===== src/rtl/eth_tx_arbiter_pkg.sv =====
// eth_tx_arbiter_pkg
//   Shared definitions for the Ethernet TX arbiter: source indices in their
//   fixed order, the "no owner" grant code, the FSM state encoding, and a
//   helper that steps a 3-entry round-robin index.
package eth_tx_arbiter_pkg;

    localparam logic [1:0] SRC_ARP    = 2'd0;
    localparam logic [1:0] SRC_ICMP   = 2'd1;
    localparam logic [1:0] SRC_UDP    = 2'd2;
    localparam logic [1:0] GRANT_NONE = 2'd3;

    typedef enum logic [1:0] {
        ST_IDLE    = 2'd0,
        ST_FORWARD = 2'd1,
        ST_GAP     = 2'd2
    } state_e;

    // Next index in cyclic order 0 -> 1 -> 2 -> 0.
    function automatic logic [1:0] rr_next(input logic [1:0] idx);
        return (idx >= SRC_UDP) ? SRC_ARP : idx + 2'd1;
    endfunction

endpackage


===== src/rtl/eth_tx_arbiter_rr_pick3.sv =====
// rr_pick3
//   Combinational round-robin picker for exactly three requesters.
//   Returns the first requester at or after the pointer, in cyclic order.
//   Ports:
//     req    [2:0] request vector (bit i = requester i)
//     ptr    [1:0] highest-priority index this round (3 is treated as 0)
//     winner [1:0] chosen requester, GRANT_NONE when nobody requests
//     hit          any requester present
module rr_pick3
    import eth_tx_arbiter_pkg::*;
(
    input  logic [2:0] req,
    input  logic [1:0] ptr,
    output logic [1:0] winner,
    output logic       hit
);

    logic [1:0] c0;
    logic [1:0] c1;
    logic [1:0] c2;

    // Evaluate lowest priority first so the highest-priority hit lands last.
    always_comb begin
        c0     = (ptr == GRANT_NONE) ? SRC_ARP : ptr;
        c1     = rr_next(c0);
        c2     = rr_next(c1);
        winner = GRANT_NONE;
        hit    = 1'b0;
        if (req[c2]) begin
            winner = c2;
            hit    = 1'b1;
        end
        if (req[c1]) begin
            winner = c1;
            hit    = 1'b1;
        end
        if (req[c0]) begin
            winner = c0;
            hit    = 1'b1;
        end
    end

endmodule


===== src/rtl/eth_tx_arbiter.sv =====
// eth_tx_arbiter
//   Shares one RGMII TX byte stream between the ARP, ICMP and UDP frame
//   builders. Whole frames are granted round-robin; after each frame's last
//   beat an inter-frame gap of IFG_CYCLES idle cycles is enforced.
//   The data path is a zero-latency mux on the registered grant.
//   Ports:
//     CLK_125M, SYS_RST_N            clock, async active-low reset
//     {ARP,ICMP,UDP}_DATA/VALID/LAST  builder byte streams (in)
//     {ARP,ICMP,UDP}_READY            builder back-pressure (out)
//     TX_DATA/VALID/LAST, TX_READY    stream to the MAC
//     GRANT                           current owner 0/1/2, 3 = none
//     BUSY                            high while forwarding or in the gap
//   Optional build macro ETH_TX_ARB_STATS_EN adds ARP_FRAMES, ICMP_FRAMES,
//   UDP_FRAMES: 16-bit wrapping counts of completed frames per source.
module eth_tx_arbiter
    import eth_tx_arbiter_pkg::*;
#(
    parameter int N_SRC      = 3,
    parameter int IFG_CYCLES = 12,
    parameter int IFG_W      = 4
) (
    input  logic        CLK_125M,
    input  logic        SYS_RST_N,
    input  logic [7:0]  ARP_DATA,
    input  logic        ARP_VALID,
    input  logic        ARP_LAST,
    output logic        ARP_READY,
    input  logic [7:0]  ICMP_DATA,
    input  logic        ICMP_VALID,
    input  logic        ICMP_LAST,
    output logic        ICMP_READY,
    input  logic [7:0]  UDP_DATA,
    input  logic        UDP_VALID,
    input  logic        UDP_LAST,
    output logic        UDP_READY,
    output logic [7:0]  TX_DATA,
    output logic        TX_VALID,
    output logic        TX_LAST,
    input  logic        TX_READY,
    output logic [1:0]  GRANT,
    output logic        BUSY
`ifdef ETH_TX_ARB_STATS_EN
    ,
    output logic [15:0] ARP_FRAMES,
    output logic [15:0] ICMP_FRAMES,
    output logic [15:0] UDP_FRAMES
`endif
);

    localparam logic [IFG_W-1:0] GAP_LAST = IFG_W'((IFG_CYCLES > 0) ? IFG_CYCLES - 1 : 0);

    logic [N_SRC-1:0][7:0] src_data;
    logic [N_SRC-1:0]      src_valid;
    logic [N_SRC-1:0]      src_last;
    logic [N_SRC-1:0]      src_ready;

    assign src_data  = {UDP_DATA,  ICMP_DATA,  ARP_DATA};
    assign src_valid = {UDP_VALID, ICMP_VALID, ARP_VALID};
    assign src_last  = {UDP_LAST,  ICMP_LAST,  ARP_LAST};

    assign ARP_READY  = src_ready[SRC_ARP];
    assign ICMP_READY = src_ready[SRC_ICMP];
    assign UDP_READY  = src_ready[SRC_UDP];

    state_e            state_q,   state_d;
    logic [1:0]        grant_q,   grant_d;
    logic [1:0]        rr_ptr_q,  rr_ptr_d;
    logic [IFG_W-1:0]  gap_cnt_q, gap_cnt_d;

    logic [1:0] pick_winner;
    logic       pick_hit;
    logic       frame_done;

    rr_pick3 u_pick (
        .req    (src_valid),
        .ptr    (rr_ptr_q),
        .winner (pick_winner),
        .hit    (pick_hit)
    );

    // State register
    always_ff @(posedge CLK_125M or negedge SYS_RST_N) begin
        if (!SYS_RST_N) begin
            state_q   <= ST_IDLE;
            grant_q   <= GRANT_NONE;
            rr_ptr_q  <= SRC_ARP;
            gap_cnt_q <= '0;
        end else begin
            state_q   <= state_d;
            grant_q   <= grant_d;
            rr_ptr_q  <= rr_ptr_d;
            gap_cnt_q <= gap_cnt_d;
        end
    end

    // Last beat of the owned frame is accepted by the MAC this cycle.
    assign frame_done = (state_q == ST_FORWARD) && TX_VALID && TX_READY && TX_LAST;

    // Next-state logic
    always_comb begin
        state_d   = state_q;
        grant_d   = grant_q;
        rr_ptr_d  = rr_ptr_q;
        gap_cnt_d = gap_cnt_q;
        case (state_q)
            ST_IDLE: begin
                if (pick_hit) begin
                    grant_d = pick_winner;
                    state_d = ST_FORWARD;
                end
            end
            ST_FORWARD: begin
                // Other requests are ignored until the owned frame ends.
                if (frame_done) begin
                    rr_ptr_d  = rr_next(grant_q);
                    grant_d   = GRANT_NONE;
                    gap_cnt_d = '0;
                    state_d   = (IFG_CYCLES == 0) ? ST_IDLE : ST_GAP;
                end
            end
            ST_GAP: begin
                gap_cnt_d = gap_cnt_q + 1'b1;
                if (gap_cnt_q == GAP_LAST) begin
                    gap_cnt_d = '0;
                    state_d   = ST_IDLE;
                end
            end
            default: begin
                state_d = ST_IDLE;
                grant_d = GRANT_NONE;
            end
        endcase
    end

    // Output logic: mux on the registered grant, quiet outside FORWARD.
    always_comb begin
        TX_DATA   = 8'h00;
        TX_VALID  = 1'b0;
        TX_LAST   = 1'b0;
        src_ready = '0;
        if (state_q == ST_FORWARD) begin
            for (int i = 0; i < N_SRC; i++) begin
                if (grant_q == 2'(i)) begin
                    TX_DATA      = src_data[i];
                    TX_VALID     = src_valid[i];
                    TX_LAST      = src_last[i];
                    src_ready[i] = TX_READY;
                end
            end
        end
    end

    assign GRANT = grant_q;
    assign BUSY  = (state_q != ST_IDLE);

`ifdef ETH_TX_ARB_STATS_EN
    logic [N_SRC-1:0][15:0] frames_q, frames_d;

    always_comb begin
        frames_d = frames_q;
        for (int i = 0; i < N_SRC; i++) begin
            if (frame_done && (grant_q == 2'(i))) begin
                frames_d[i] = frames_q[i] + 16'd1;
            end
        end
    end

    always_ff @(posedge CLK_125M or negedge SYS_RST_N) begin
        if (!SYS_RST_N) begin
            frames_q <= '0;
        end else begin
            frames_q <= frames_d;
        end
    end

    assign ARP_FRAMES  = frames_q[SRC_ARP];
    assign ICMP_FRAMES = frames_q[SRC_ICMP];
    assign UDP_FRAMES  = frames_q[SRC_UDP];
`endif

endmodule


===== config.mk =====
export PLATFORM = sky130hd
export DESIGN_NAME = eth_tx_arbiter
export DESIGN_NICKNAME = d
export VERILOG_FILES = /design/src/rtl/eth_tx_arbiter_pkg.sv /design/src/rtl/eth_tx_arbiter_rr_pick3.sv /design/src/rtl/eth_tx_arbiter.sv
export SDC_FILE = /design/constraint.sdc
export NUM_CORES = 1
export LEC_CHECK = 0
export ABC_AREA = 1
export ABC_CLOCK_PERIOD_IN_PS = 2900
export BUFFER_PORTS_ARGS = -buffer_cell sky130_fd_sc_hd__buf_4
export CAP_MARGIN = 20
export CORE_ASPECT_RATIO = 0.5
export CORE_MARGIN = 2
export CORE_UTILIZATION = 40
export DETAILED_ROUTE_END_ITERATION = 10
export MAX_ROUTING_LAYER = met4
export PLACE_DENSITY = 0.7
export REMOVE_ABC_BUFFERS = 1
export SYNTH_ARGS = -nofsm -noshare
export SYNTH_HDL_FRONTEND = slang
export SYNTH_HIERARCHICAL = 1
export SYNTH_SLANG_ARGS = --single-unit

===== constraint.sdc =====
create_clock -name CLK_125M -period 2.9 [get_ports CLK_125M]
set_input_delay 0.435 -clock CLK_125M [delete_from_list [all_inputs] [get_ports CLK_125M]]
set_output_delay 0.435 -clock CLK_125M [all_outputs]
set_load 0.02 [all_outputs]

==> results.md <==
- Max Slew Vio Count: 0
- Met1 Track Usage GR: 0.228
- TritonCTS buffer count: 3
- Number of setup buffers added after CTS: 0
- Final Hold Vio Count: 0
- Core ar.: between 2000 and 3000 sq um
- Worst-margin pin slew: 0.440 ns
- Vias post-DR: around 1200
- Worst EP arrival: ~1.7 ns
- Final Setup Violations: 0
- Synth Register Bits: 10
- Chip Width: a little under 80 microns
- Post-route setup TNS: 0 ns
- Worst-path clk slew: 0.05 ns
- Port Buffers: between 40 and 50
- GR peak layer: met2
- Max_cap viols: 0
- Final Cycle Share: 0.743
- Rows: 13
- Met2 Track Usage GR: 0.321
- Yosys cell types: 25
- Largest net degree at the start of global routing: 17
- Ant diodes: 0
- Initial core utilization: 0.421
- Mux cell area share after synthesis: 0
- Clock sinks: 10
- Initial antenna violation count: 0
- Area leader, netlist: dfrtp_1
- Mapped Area: 1100 sq um
- Final Power: 0.00159 W
- Mapped Cells: around 170
- Commonest non-fill, non-tap cell in the layout: nand2_1
- Fmax: approximately 0.46 GHz
- Tmin final: 2.16 ns
- Placed instance count: approximately 250
- First-pass GRT wire length: between 4000 and 5000 microns
- Routed WL: 2850 microns
- CP endpoint kind: primary output
- Clock root buffer: clkbuf_8
- H-tree Lvls: 1
- Hold crit path type: in2async
- Critical Path Source Type: flop
- Post-route ant nets: 0
- # DRC: 0
- Clock Skew: 0.00417 ns
- Post-Synth Adder-Cell Area: 0.0571
- CTS tree: done
- TritonRoute pass-1 iters: 4
- Simple-Gate Fraction of Synth Area: 0.507
- WP data required: 2.47 ns
- Post-Synth XOR/XNOR Area: 0.00799
- Leakage: slightly below 0.9 nW
- Share of post-route cells with drive strength above 1: 0.333
- Slew HR: 0.706
- Syn. warnings: 6
- Nets: between 200 and 300
- Vias in the first global route: 980
- WL/cell: between 10 and 15 microns
- Maximum vdd ir drop: between 400 and 500 uV
- Initial DRC count: 33
- Gpl congestion: around 0.84
- Hold Slack: between 0.01 and 0.015 ns
- Main combinational cell family by area after synthesis: simple AND/OR/NAND/NOR gates
- Area post-placement: 1460 sq um
- Area Growth Syn to Fin: 38.0%
- PD cells: approximately 1000 nW/um^2
- Chip Height: approximately 41 microns
- GRT Util Overall: 0.186
- CTS Hold Bufs: 0
- Worst setup path category: reg2out
- Avg Inst Size Synth: around 6.4 sq um
- Max Root-Sink Buffers: 2
- Most frequent cells in the layout: nand2_1 (49), buf_4 (48), nand3_1 (38)
- RSZ-0062 raised after global routing: no
- Synth top area share: 0.183
- CTS resizes: 0
- Num ports: 49
- Drt via density: approximately 4.7
- Post-route cell area: 1510 sq um
- Critical Path Fanout Max: 14
- GR Layer Usage met3: 0.0595
- Dpl hpwl: 2170 microns
- Die ar.: between 3000 and 4000 sq um
- Compound-gate portion of the synthesized area: 0.0537
- Global route overflow: 0
- Synth area leaders: dfrtp_1 (18%), nand3_1 (17%), nand2_1 (17%)
- Worst-Skew Late Latency: ~0.24 ns
- Status: complete, no violations
- Non-filler cells, final: 256
- Seq/Total Area, Yosys: 0.231
==> critical path, stage by stage, from the launching register on <==
cell,delay (ns)
dfstp_2,0.69
inv_1,0.26
nand3_1,0.15
nand3_2,0.12
nand2_1,0.07
inv_1,0.04
buf_4,0.14
==> flip-flops by register name, indices dropped and copies added (netlist names) <==
| name | flops |
|---|---|
| gap_cnt_q | 4 |
| GRANT | 2 |
| rr_ptr_q | 2 |
| state_q | 2 |
==> layout make-up <==
class | instances | area [sq um]
multi-input combinational | 127 | 686
sequential | 10 | 253
tap | 37 | 46.3
clock buffer | 4 | 55.1
inverter | 30 | 113
timing repair buffer | 48 | 360
fill | 261 | 1090
==> cells in the mapped netlist <==
cell type,n
nand3_4,1
nand2_2,4
o21ai_1,3
dfrtp_1,8
nor2_2,2
o21ai_0,5
nand2_1,49
inv_1,28
nor3_1,1
nor2_4,2
nand4_1,2
nor2_1,6
xor2_1,1
ha_1,5
clkbuf_1,1
a21boi_4,1
nand3_2,4
buf_2,1
nand3_1,38
inv_2,2
or2_2,2
dfstp_2,2
clkbuf_8,1
nand2_4,1
buf_6,2
==> metrics by stage <==
stage,setup slack (ns),utilization
final,0.744,0.581
after global routing,0.651,0.581
after CTS,0.750,0.581
after detailed placement,1.01,0.560
after global placement,1.02,0.560
after floorplan,1.04,-
==> logic make-up after synthesis <==
kind of cell / count (synthesis)
DFF: 10
adders and majority gates: 5
and+or+nand+nor: 112
buffers and inverters: 35
AOI/OAI and AO/OA: 9
xor gates and xnor gates: 1
==> where the power goes <==
| part | internal [W] | switching [W] | total, W |
|---|---|---|---|
| registers | 0.000202 | 0.000104 | 0.000306 |
| clock network | 0.000120 | 0.0000575 | 0.000177 |
| logic | 0.000434 | 0.000671 | 0.00111 |
| total | 0.000756 | 0.000832 | 0.00159 |
==> routing by layer <==
layer / vias up / routed length, microns
li1: 642 / -
met1: 535 / 1340
met5: - / 0
met2: 30 / 1310
met3: 0 / 193
met4: 0 / 0
==> final timing paths <==
path | depth (start not counted) | slack [ns] | end | from
max | 6 | 0.74 | TX_LAST | GRANT[1]
min | 1 | 0.01 | rr_ptr_q[1] | SYS_RST_N
max reg2reg | 13 | 1.04 | GRANT[0] | rr_ptr_q[0]
min reg2reg | 2 | 0.56 | gap_cnt_q[1] | gap_cnt_q[1]
max in group asynchronous | 1 | 2.67 | GRANT[1] | SYS_RST_N
min in group CLK_125M | 3 | 0.55 | state_q[1] | TX_READY
(Power assumes the default switching activity.)
